File: src/rtl/add_seq_ctrl_pkg.sv
// Shared types and constants for the digit-serial adder controller.
package add_seq_ctrl_pkg;

  localparam int DIGIT_W = 4;
  localparam int NIB_MIN = 1;
  localparam int NIB_MAX = 8;

  typedef enum logic [1:0] {
    ST_IDLE = 2'd0,
    ST_RUN  = 2'd1,
    ST_DONE = 2'd2
  } state_t;

endpackage

File: src/rtl/add_seq_ctrl_add4_core.sv
// Combinational 4-bit ripple-carry adder shared by every digit step.
module add4_core
  import add_seq_ctrl_pkg::*;
(
  input  logic [DIGIT_W-1:0] a,
  input  logic [DIGIT_W-1:0] b,
  input  logic               ci,
  output logic [DIGIT_W-1:0] s,
  output logic               co
);

  logic w_c;

  // NOTE: every variable written in always_comb gets a value before any
  // conditional or loop, otherwise synthesis infers a latch.
  always_comb begin
    w_c = ci;
    s   = '0;
    for (int i = 0; i < DIGIT_W; i++) begin
      s[i] = a[i] ^ b[i] ^ w_c;
      w_c  = (a[i] & b[i]) | (w_c & (a[i] ^ b[i]));
    end
    co = w_c;
  end

endmodule

File: src/rtl/add_seq_ctrl.sv
// Digit-serial W-bit adder: one shared 4-bit adder stepped LSD first, with
// a valid/ready handshake on both operand and result sides.
module add_seq_ctrl
  import add_seq_ctrl_pkg::*;
#(
  parameter int NIB = 4
) (
  input  logic                   clk,
  input  logic                   rst_n,
  input  logic                   in_valid,
  output logic                   in_ready,
  input  logic [DIGIT_W*NIB-1:0] A,
  input  logic [DIGIT_W*NIB-1:0] B,
  input  logic                   Cin,
  output logic                   out_valid,
  input  logic                   out_ready,
  output logic [DIGIT_W*NIB-1:0] S,
  output logic                   Cout,
  output logic                   Ovf,
  output logic                   busy
);

  localparam int W     = DIGIT_W * NIB;
  localparam int CNT_W = (NIB > 1) ? $clog2(NIB) : 1;
  localparam logic [CNT_W-1:0] LAST_STEP = CNT_W'(NIB - 1);

  if (NIB < NIB_MIN || NIB > NIB_MAX) begin : g_bad_nib
    $error("add_seq_ctrl: NIB out of range");
  end

  state_t             r_state;
  logic [CNT_W-1:0]   r_step;
  logic               r_carry;
  logic [W-1:0]       r_a;
  logic [W-1:0]       r_b;
  logic [W-1:0]       r_s;
  logic               r_cout;
  logic               r_ovf;
  logic               r_out_valid;
  logic               r_busy;
  logic               r_in_ready;

  logic [DIGIT_W-1:0] w_a_dig;
  logic [DIGIT_W-1:0] w_b_dig;
  logic [DIGIT_W-1:0] w_sum;
  logic               w_co;

  // Select the current digit of the captured operands.
  always_comb begin
    w_a_dig = '0;
    w_b_dig = '0;
    for (int i = 0; i < NIB; i++) begin
      if (r_step == CNT_W'(i)) begin
        w_a_dig = r_a[DIGIT_W*i +: DIGIT_W];
        w_b_dig = r_b[DIGIT_W*i +: DIGIT_W];
      end
    end
  end

  add4_core u_add4_core (
    .a  (w_a_dig),
    .b  (w_b_dig),
    .ci (r_carry),
    .s  (w_sum),
    .co (w_co)
  );

  // NOTE: sequential state uses non-blocking assignments only, so every
  // register samples pre-edge values regardless of statement order.
  // NOTE: all state here is small flop storage, so it is all reset; there is
  // no memory array that would need to be left unreset.
  always_ff @(posedge clk or negedge rst_n) begin
    if (!rst_n) begin
      r_state     <= ST_IDLE;
      r_step      <= '0;
      r_carry     <= 1'b0;
      r_a         <= '0;
      r_b         <= '0;
      r_s         <= '0;
      r_cout      <= 1'b0;
      r_ovf       <= 1'b0;
      r_out_valid <= 1'b0;
      r_busy      <= 1'b0;
      r_in_ready  <= 1'b1;
    end else begin
      case (r_state)
        ST_IDLE: begin
          if (in_valid) begin
            r_a        <= A;
            r_b        <= B;
            r_carry    <= Cin;
            r_step     <= '0;
            r_busy     <= 1'b1;
            r_in_ready <= 1'b0;
            r_state    <= ST_RUN;
          end
        end
        ST_RUN: begin
          for (int i = 0; i < NIB; i++) begin
            if (r_step == CNT_W'(i)) r_s[DIGIT_W*i +: DIGIT_W] <= w_sum;
          end
          r_carry <= w_co;
          r_step  <= r_step + 1'b1;
          if (r_step == LAST_STEP) begin
            // Top digit sum bit is the new sign of S.
            r_cout      <= w_co;
            r_ovf       <= (r_a[W-1] == r_b[W-1]) && (w_sum[DIGIT_W-1] != r_a[W-1]);
            r_out_valid <= 1'b1;
            r_state     <= ST_DONE;
          end
        end
        ST_DONE: begin
          if (out_ready) begin
            r_out_valid <= 1'b0;
            r_busy      <= 1'b0;
            r_in_ready  <= 1'b1;
            r_state     <= ST_IDLE;
          end
        end
        default: r_state <= ST_IDLE;
      endcase
    end
  end

  assign in_ready  = r_in_ready;
  assign out_valid = r_out_valid;
  assign S         = r_s;
  assign Cout      = r_cout;
  assign Ovf       = r_ovf;
  assign busy      = r_busy;

endmodule

File: config.mk
export PLATFORM = sky130hd
export DESIGN_NAME = add_seq_ctrl
export DESIGN_NICKNAME = d
export VERILOG_FILES = /design/src/rtl/add_seq_ctrl_pkg.sv /design/src/rtl/add_seq_ctrl_add4_core.sv /design/src/rtl/add_seq_ctrl.sv
export SDC_FILE = /design/constraint.sdc
export NUM_CORES = 1
export LEC_CHECK = 0
export CORE_ASPECT_RATIO = 0.6
export CORE_MARGIN = 4
export CORE_UTILIZATION = 38
export DETAILED_ROUTE_END_ITERATION = 12
export PLACE_DENSITY = 0.61
export SLEW_MARGIN = 20
export SYNTH_ARGS = -nofsm -noshare
export SYNTH_HDL_FRONTEND = slang
export SYNTH_SLANG_ARGS = --single-unit
File: constraint.sdc
create_clock -name clk -period 5.6 [get_ports clk]
set_input_delay 1.12 -clock clk [delete_from_list [all_inputs] [get_ports clk]]
set_output_delay 1.12 -clock clk [all_outputs]
set_load 0.005 [all_outputs]
Yosys cells after proc, flatten, opt, wreduce, memory -nomap -nowiden
Index checks and enable logic that the tools add are counted.
{"block": "word_totals", "register_bits": 58, "elab_cells": 84, "input_bits": 37, "output_inout_bits": 21}
{"block": "classes", "addsub": 1, "eq_ne": 10, "mux": 24, "reduce_logical": 15, "bitwise_logic": 20}
{"op": "two-way mux 4 bit", "n": 8}
{"op": "AND reduction 2 bit", "n": 6}
{"op": "AND reduction 3 bit", "n": 3}
{"op": "bitwise AND 1 bit", "n": 8}
{"op": "two-way mux 2 bit", "n": 4}
{"op": "case mux 1 bit (2 select lines)", "n": 4}
{"op": "bitwise XOR 1 bit", "n": 8}
{"op": "== test 2 bit, second input constant", "n": 3}
{"op": "two-way mux 1 bit", "n": 6}
{"op": "inequality test 2 bit, second input constant", "n": 3}
{"op": "case mux 2 bit (3 select lines)", "n": 1}
{"op": "nonzero test 2 bit", "n": 3}
{"op": "== test 2 x 1 -> 1 bit, second input constant", "n": 2}
{"op": "logical NOT 2 bit", "n": 2}
{"op": "OR 1 bit", "n": 4}
{"op": "case mux 2 bit (2 select lines)", "n": 1}
{"op": "adder 2 x 1 -> 2 bit, second input constant", "n": 1}
{"op": "== test 1 bit", "n": 1}
{"op": "logical AND 1 bit", "n": 1}
{"op": "inequality test 1 bit", "n": 1}

Logic depth before layout (Yosys ltp)
Gate-level depths: netlist of run 1.
{"block": "logic_depth", "depth_word": 15, "mapped_depth": 15, "mapped_depth_nobuf": 13}

Modules after synthesis
From an unflattened synthesis of run 1, not the netlist that was laid out.
{"block": "unflattened", "hier_cells": 206, "hier_area_um2": 2829.0}
{"module": "add_seq_ctrl", "instances": 1, "cells_each": 192, "area_each_um2": 2711.4, "seq_area_each_um2": 1452.6}
{"module": "add4_core", "instances": 1, "cells_each": 14, "area_each_um2": 117.6, "seq_area_each_um2": 0.0}

Worst setup path before layout of run 1
OpenSTA, ideal clock, no wires.
{"block": "synth_timing", "kind": "reg2reg", "startpoint": "register r_step[0]", "endpoint": "register r_ovf (netlist: Ovf)", "arrival_time_ns": 3.277, "path_buffers": 2, "stages_incl_launch_ff": 15, "slack_ns": 2.186, "setup_ns": 0.136, "t_required_ns": 5.464, "period_less_slack_ns": 3.414, "path_cell_list": "dfrtp_1 -> inv_1 -> ha_1 -> clkbuf_1 -> clkbuf_1 -> a21oi_1 -> a22oi_1 -> fa_1 -> inv_1 -> fa_1 -> fa_1 -> fa_1 -> and3b_1 -> a21oi_1 -> o21ai_0"}
{"block": "synth_between", "elab_chain_cells": 15, "word_cells_on_any_way": 29, "cone_classes": "4 x eq/ne; 8 x mux; 14 x bitwise; 3 x reduce/logical"}
{"element": "start, declared", "line": "add_seq_ctrl.sv:32", "source": "logic [CNT_W-1:0] r_step;"}
{"element": "start signal, assigned", "line": "add_seq_ctrl.sv:103", "source": "r_step <= r_step + 1'b1;"}
{"element": "logical NOT 2 bit", "line": "add_seq_ctrl.sv:53", "source": "if (r_step == CNT_W'(i)) begin"}
{"element": "two-way mux 4 bit (4 in a row)", "line": "add_seq_ctrl.sv:53"}
{"element": "bitwise XOR 1 bit", "line": "add_seq_ctrl_add4_core.sv:21", "source": "w_c = (a[i] & b[i]) | (w_c & (a[i] ^ b[i]));"}
{"element": "bitwise AND 1 bit", "line": "add_seq_ctrl_add4_core.sv:21"}
{"element": "OR 1 bit", "line": "add_seq_ctrl_add4_core.sv:21"}
{"element": "bitwise AND 1 bit", "line": "add_seq_ctrl_add4_core.sv:21"}
{"element": "OR 1 bit", "line": "add_seq_ctrl_add4_core.sv:21"}
{"element": "bitwise AND 1 bit", "line": "add_seq_ctrl_add4_core.sv:21"}
{"element": "OR 1 bit", "line": "add_seq_ctrl_add4_core.sv:21"}
{"element": "bitwise XOR 1 bit (*)", "line": "add_seq_ctrl_add4_core.sv:20", "source": "s[i] = a[i] ^ b[i] ^ w_c;"}
{"element": "net u_add4_core.s[3]", "line": "add_seq_ctrl_add4_core.sv:8", "source": "output logic [DIGIT_W-1:0] s,"}
{"element": "inequality test 1 bit (*)", "line": "add_seq_ctrl.sv:107", "source": "r_ovf <= (r_a[W-1] == r_b[W-1]) && (w_sum[DIGIT_W-1] != r_a[W-1]);"}
{"element": "logical AND 1 bit (*)", "line": "add_seq_ctrl.sv:107"}
{"element": "end signal, assigned", "line": "add_seq_ctrl.sv:107"}
{"element": "end, declared", "line": "add_seq_ctrl.sv:38", "source": "logic r_ovf;"}
Mark *: on every way through the listed nets, which the timed path passes. The rest lies on a longest branch.
A chain may end at the register's enable or synchronous reset.

Worst setup path in the final report of run 1
Same ends and word-level chain as after synthesis.

==> results_dict.tcl, run 1 <==
set metrics [dict create \
    global_route_wire_length_before_repair_mm 9.87 \
    port-buffer-count 57 \
    worstRegToRegCells 12 \
    final_gp_congestion 0.804 \
    yosys_warnings 0 \
    dpl-instance-area_um2 3350 \
    clock_path_buffers 2 \
    worstPathCellList "inv_1 > ha_1 > a21oi_1 > a22oi_1 > fa_1 > inv_1 > fa_1 > fa_1 > fa_1 > and3b_1 > a21oi_1 > o21ai_0" \
    syn_inst 214 \
    post_cts_resize_count 0 \
    area.growth.synth_to_final_pct 32.6 \
    seq_power_share_pct 32.2 \
    diodes 0 \
    gr-usage-all-layers_pct 14.9 \
    dp_worst_setup_slack_ns 2.08 \
    finish.cell_count_without_fillers 365 \
    cts_hold_buf 0 \
    p_leak_nw 1.65 \
    slew-limit-headroom_pct 52.5 \
    fillerInstances 610 \
    rows 23 \
    hold_violations 0 \
    dieHeight_um 73.8 \
    numPlacedInstances 349 \
    routedWlPerCell_um 16.1 \
    ctsRootBufferMaster "sky130_fd_sc_hd__clkbuf_16" \
    setup_viol_count_final 0 \
    final.setup.tns_ns 0 \
    yosys.area.top_type "sky130_fd_sc_hd__dfrtp_1" \
    power_mw 2.44 \
    critical_path_required_ns 5.79 \
    core_area_um2 6850 \
    drt_drc_violations_left 0 \
    arrival_ns 3.75 \
    critPathKind "flip-flop to flip-flop" \
    cp_slowest_cell "sky130_fd_sc_hd__fa_1" \
    cp_max_fo 17 \
    number_of_antenna_violations_at_the_first_check_in_global_routing 0 \
    sequential_fraction_of_the_synthesis_area_pct 53.0 \
    worstHoldPathType "flip-flop to flip-flop" \
    viasPerCell 4.95 \
    post-route-worst-setup-slack_ns 2.04 \
    vdd.ir_drop.worst_mv 0.195 \
    die_width_um 118 \
    layout.cell_area.non_filler_um2 3640 \
    yosys_register_bits 58 \
    clk_skew_ns 0.00470 \
    worst_setup_path_start_kind "flip-flop" \
    worst_setup_path_end_kind "flip-flop" \
    first_global_vias 1881 \
    setup_repair_after_global_routing_missed_its_margin "false" \
    sequential_cell_area_um2 1450 \
    mappedNetlistArea_um2 2740 \
    layout.cells.most_common_list "sky130_fd_sc_hd__dfrtp_1, sky130_fd_sc_hd__clkdlybuf4s50_1, sky130_fd_sc_hd__mux2_4, sky130_fd_sc_hd__mux2_2" \
    path_common_cell "sky130_fd_sc_hd__fa_1" \
    routed_wirelength_mm 5.89 \
    clkSlewWorstSetupHoldPaths_ns 0.05 \
    worstMarginPinSlew_ns 0.713 \
    synth_async_sr_flop_share_pct 100 \
    largest_net_degree_at_the_start_of_global_routing 59 \
    switching_power_uw 839 \
    cts-buffers-inserted 9 \
    netlist_top_cells_area "sky130_fd_sc_hd__dfrtp_1, sky130_fd_sc_hd__mux2_4, sky130_fd_sc_hd__mux2_2, sky130_fd_sc_hd__a21oi_1, sky130_fd_sc_hd__o21ai_0" \
    fin_crit_sh_pct 63.5 \
    drt-pass1-iter-count 4 \
    synthesized_area_per_cell_um2 12.8 \
    synth_top_flop_cell "sky130_fd_sc_hd__dfrtp_1" \
    clk_latency_ns 0.32 \
    fin_nets 318 \
    synth_top_area_share_pct 52.0 \
    start_util_pct 40.0 \
    power.clock.fraction_pct 20.9 \
    synth-edff-count 0 \
    cts_tree "built" \
    clock.fmax_mhz 281 \
    layout.cells.most_common "sky130_fd_sc_hd__dfrtp_1" \
    hpwl_mm 4.21 \
    run_status "complete, no violations" \
    ioPinCount 58 \
    worst_hold_slack_ns 0.469 \
    num_vias 1806 \
    synth_fp_nets 259 \
    power.share.combinational_pct 46.9 \
    final_antenna_net_count 0 \
    cpPeakStageDelay_ns 0.59 \
    internal-power_mw 1.60 \
    final_max_slew_viol_count 0 \
    globalRoute.totalOverflow 0 \
    first_iter_violations 114 \
    cts_post_setup_buffers_inserted 0 \
    hold_critical_path_depth 2 \
    layout-drive-gt1-share_pct 22.7 \
    power_density_nw_per_um2 670 \
    cts.sink_count 58 \
    post_synth_num_cell_types 25 \
    postLayoutCoreUtil_pct 53.1 \
    drv.max_cap_violation_count 0 \
    die_area_um2 8690 \
    multi_input_comb_area_um2 1150 \
    power.share.switching_pct 34.5 \
    cts-htree-levels 3 \
    min_period_ns 3.56 \
]
critical path, delay by kind of cell (launching register included):
family	cells	cell delay, ns
AOI/OAI and AO/OA	4	0.57
and+or+nand+nor	1	0.20
DFF	1	0.42
adders and majority gates	5	2.10
buffers and inverters	2	0.15
sequential cells by signal (all words and copies together) (netlist names):
register,count
Ovf,1
r_a,16
busy,1
out_valid,1
r_carry,1
r_step,2
Cout,1
in_ready,1
r_b,16
r_state,2
S,16
area by class of cell:
class	instances	area share, %
Sequential cell	58	39.9
Inverter	15	1.55
Clock inverter	2	0.275
Tap cell	87	2.99
Multi-Input combinational cell	130	31.8
Clock buffer	14	7.53
Timing Repair Buffer	59	16.0
cells in the mapped netlist (4+ instances only):
library cell               instances
sky130_fd_sc_hd__a21oi_1          17
sky130_fd_sc_hd__a22o_1            4
sky130_fd_sc_hd__buf_6             5
sky130_fd_sc_hd__clkbuf_1          6
sky130_fd_sc_hd__dfrtp_1          57
sky130_fd_sc_hd__fa_1              4
sky130_fd_sc_hd__ha_1              4
sky130_fd_sc_hd__inv_1            15
sky130_fd_sc_hd__mux2_2           19
sky130_fd_sc_hd__mux2_4           25
sky130_fd_sc_hd__nand2_1          15
sky130_fd_sc_hd__nand2b_1          4
sky130_fd_sc_hd__nand3b_1          4
sky130_fd_sc_hd__o21ai_0          17
kinds of logic after synthesis:
family                     Yosys count  synth area share (%)
AOI/OAI and AO/OA                   46                  9.81
muxes                               44                  21.5
DFF                                 58                  53.0
buffers and inverters               26                  4.93
and+or+nand+nor                     32                  6.07
adders and majority gates            8                  4.74
power by group through the flow:
stage	clock [mW]	sequential [mW]	combinational (mW)
final	0.509	0.784	1.14
after global routing	0.543	0.812	1.28
after CTS	0.520	0.785	1.16
after detailed placement	0	0.789	1.15
after global placement	0	0.788	1.12
after floorplan	0	0.735	0.804
metal layers:
metal	wire length, um	share of wire (%)	track usage [%]
met1	3140	53	20.8
met2	2290	39	20.1
met3	394	6.7	7.08
met4	66	1.1	4.81
met5	0	0	0
worst paths after layout:
check,startpoint,end,slack (ns)
max in group asynchronous,rst_n,r_a[10]$_DFFE_PN0P_,4.19
min reg2reg,in_ready$_DFFE_PN1P_,in_ready$_DFFE_PN1P_,0.47
max reg2reg,r_step[0]$_DFFE_PN0P_,Ovf$_DFFE_PN0P_,2.04
max,r_step[0]$_DFFE_PN0P_,Ovf$_DFFE_PN0P_,2.04
min in group asynchronous,rst_n,S[9]$_DFFE_PN0P_,0.94
min,in_ready$_DFFE_PN1P_,in_ready$_DFFE_PN1P_,0.47
Note: power is estimated with default switching activity, not from simulation.
==> inputs of run 2 (changes only) <==
--- a/config.mk
+++ b/config.mk
@@ -9,7 +9,7 @@
 export CORE_MARGIN = 4
 export CORE_UTILIZATION = 38
 export DETAILED_ROUTE_END_ITERATION = 12
-export PLACE_DENSITY = 0.61
+export PLACE_DENSITY = 0.64
 export SLEW_MARGIN = 20
 export SYNTH_ARGS = -nofsm -noshare
 export SYNTH_HDL_FRONTEND = slang
==> constraint.sdc (replaced) <==
create_clock -name clk -period 2.9 [get_ports clk]
set_input_delay 0.58 -clock clk [delete_from_list [all_inputs] [get_ports clk]]
set_output_delay 0.58 -clock clk [all_outputs]
set_load 0.005 [all_outputs]
==> results_dict.tcl, run 2 (synthesis gave the netlist of run 1 again) <==
set metrics [dict create \
    fin_crit_sh_pct 105 \
    fin_nets 333 \
    largest_net_degree_at_the_start_of_global_routing 38 \
    arrival_ns 3.23 \
    dieHeight_um 73.8 \
    layout.cells.most_common_list "sky130_fd_sc_hd__dfrtp_1, sky130_fd_sc_hd__clkdlybuf4s50_1, sky130_fd_sc_hd__mux2_4, sky130_fd_sc_hd__mux2_2" \
    routed_wirelength_mm 6.12 \
    cts-buffers-inserted 9 \
    final_gp_congestion 0.857 \
    port-buffer-count 57 \
    layout-drive-gt1-share_pct 32.8 \
    setup_repair_after_global_routing_missed_its_margin "true" \
    violations "negative setup slack" \
    num_vias 1871 \
    numPlacedInstances 361 \
    final.setup.tns_ns -0.434 \
    run_status "complete, but fails checks" \
    core_area_um2 6850 \
    diodes 0 \
    worst_setup_path_start_kind "flip-flop" \
    use_met1_pct 22.4 \
    hold_violations 0 \
    ctsRootBufferMaster "sky130_fd_sc_hd__clkbuf_16" \
    die_width_um 118 \
    worstPathCellList "buf_6 > ha_4 > a21oi_2 > o21ai_1 > a22oi_2 > fa_2 > inv_2 > fa_2 > fa_2 > fa_2 > and3b_1 > a21oi_1 > o21ai_1" \
    p_leak_nw 1.73 \
    rows 23 \
    post-route-worst-setup-slack_ns -0.142 \
    dpl-instance-area_um2 3480 \
    drt-pass1-iter-count 4 \
    power_density_nw_per_um2 1330 \
    drv.max_cap_violation_count 0 \
    critical_path.reg2reg.endpoint "Ovf$_DFFE_PN0P_" \
    clk_skew_ns 0.00484 \
    global_route.usage.met2_pct 21.2 \
    clk_latency_ns 0.32 \
    cts_hold_buf 0 \
    cts_tree "built" \
    start_util_pct 40.0 \
    path_common_cell "sky130_fd_sc_hd__fa_2" \
    dp_worst_setup_slack_ns -0.339 \
    power_mw 5.16 \
    worstHoldPathType "input pin to asynchronous set/reset pin" \
    ff2ff_setup_slack_ns -0.14 \
    layout.cell_area.non_filler_um2 3870 \
    drt_drc_violations_left 0 \
    first_iter_violations 76 \
    min_period_ns 3.04 \
    reg2reg_from "r_step[0]$_DFFE_PN0P_" \
    area.growth.synth_to_final_pct 41.2 \
    final_antenna_net_count 0 \
    hpwl_mm 4.50 \
    number_of_antenna_violations_at_the_first_check_in_global_routing 0 \
    clock.fmax_mhz 329 \
    cp_slowest_cell "sky130_fd_sc_hd__fa_2" \
    worstSetupStartpoint "r_step[0]$_DFFE_PN0P_" \
    critical_path_required_ns 3.08 \
    viasPerCell 4.92 \
    cpPeakStageDelay_ns 0.54 \
    final_max_slew_viol_count 0 \
    grt_use_met3_pct 5.85 \
    worstRegToRegCells 13 \
    cts.sink_count 58 \
    global_route_wire_length_before_repair_mm 10.3 \
    routedWlPerCell_um 16.1 \
    worstMarginPinSlew_ns 0.778 \
    clock_path_buffers 2 \
    vdd.ir_drop.worst_mv 0.583 \
    clkSlewWorstSetupHoldPaths_ns 0.05 \
    gr-usage-all-layers_pct 15.5 \
    finish.cell_count_without_fillers 380 \
    die_area_um2 8690 \
    slew-limit-headroom_pct 48.1 \
    globalRoute.totalOverflow 0 \
    critPathKind "flip-flop to flip-flop" \
    first_global_vias 1983 \
    ioPinCount 58 \
    setup_viol_count_final 5 \
    grt_busiest_layer "met1" \
    cts-htree-levels 3 \
    worst_setup_path_end_kind "flip-flop" \
    cp_max_fo 6 \
    critPathCapture "Ovf$_DFFE_PN0P_" \
]
==> run 2: per-stage QoR <==
stage	hold WS, ns	utilization (%)
floorplan	0.284	-
global placement	0.459	50.8
detailed placement	0.467	50.8
CTS	0.344	56.4
global route	0.394	56.6
finish	0.338	56.6
==> run 2: layer usage <==
layer | wire [um] | up-vias
li1 | - | 898
met1 | 3340 | 913
met2 | 2380 | 50
met3 | 321 | 10
met4 | 80 | 0
met5 | 0 | -
==> run 2: final cells by class <==
type | count | area, um^2
Timing Repair Buffer | 74 | 709
Clock buffer | 9 | 225
Multi-Input combinational cell | 130 | 1230
Clock inverter | 7 | 93.8
Tap cell | 87 | 109
Fill cell | 567 | 2980
Sequential cell | 58 | 1450
Inverter | 15 | 56.3
==> run 2: worst max-delay path, delay by kind of cell (launching register included) <==
| family | cells | cell delay (ns) |
|---|---|---|
| simple gates | 1 | 0.17 |
| flops | 1 | 0.40 |
| buf+inv | 2 | 0.17 |
| compound gates | 5 | 0.55 |
| fa+ha+maj | 5 | 1.63 |
==> run 2: worst min-delay path by stage <==
stage	start	endpoint	cells after the start	slack [ns]
2_1_floorplan	rst_n	Cout$_DFFE_PN0P_	0	0.28
3_5_place_dp	in_ready$_DFFE_PN1P_	in_ready$_DFFE_PN1P_	2	0.47
4_1_cts	rst_n	S[0]$_DFFE_PN0P_	1	0.34
3_3_place_gp	in_ready$_DFFE_PN1P_	in_ready$_DFFE_PN1P_	2	0.46
6_report	rst_n	r_b[6]$_DFFE_PN0P_	1	0.34
5_1_grt	rst_n	S[9]$_DFFE_PN0P_	1	0.39
==> run 2: power by group <==
| group | leakage [nW] | switching (mW) | internal (mW) | total, mW |
|---|---|---|---|---|
| Clock | 0.151 | 0.362 | 0.749 | 1.11 |
| Sequential | 0.685 | 0.303 | 1.22 | 1.53 |
| Combinational | 0.896 | 1.07 | 1.46 | 2.53 |
| Total | 1.73 | 1.73 | 3.43 | 5.16 |
==> run 2: timing repair <==
action,in CTS,in global routing
resized for setup,11,1
setup buffers,2,1
gates cloned,0,0
pin swaps,8,2
setup endpoints to repair,7,5
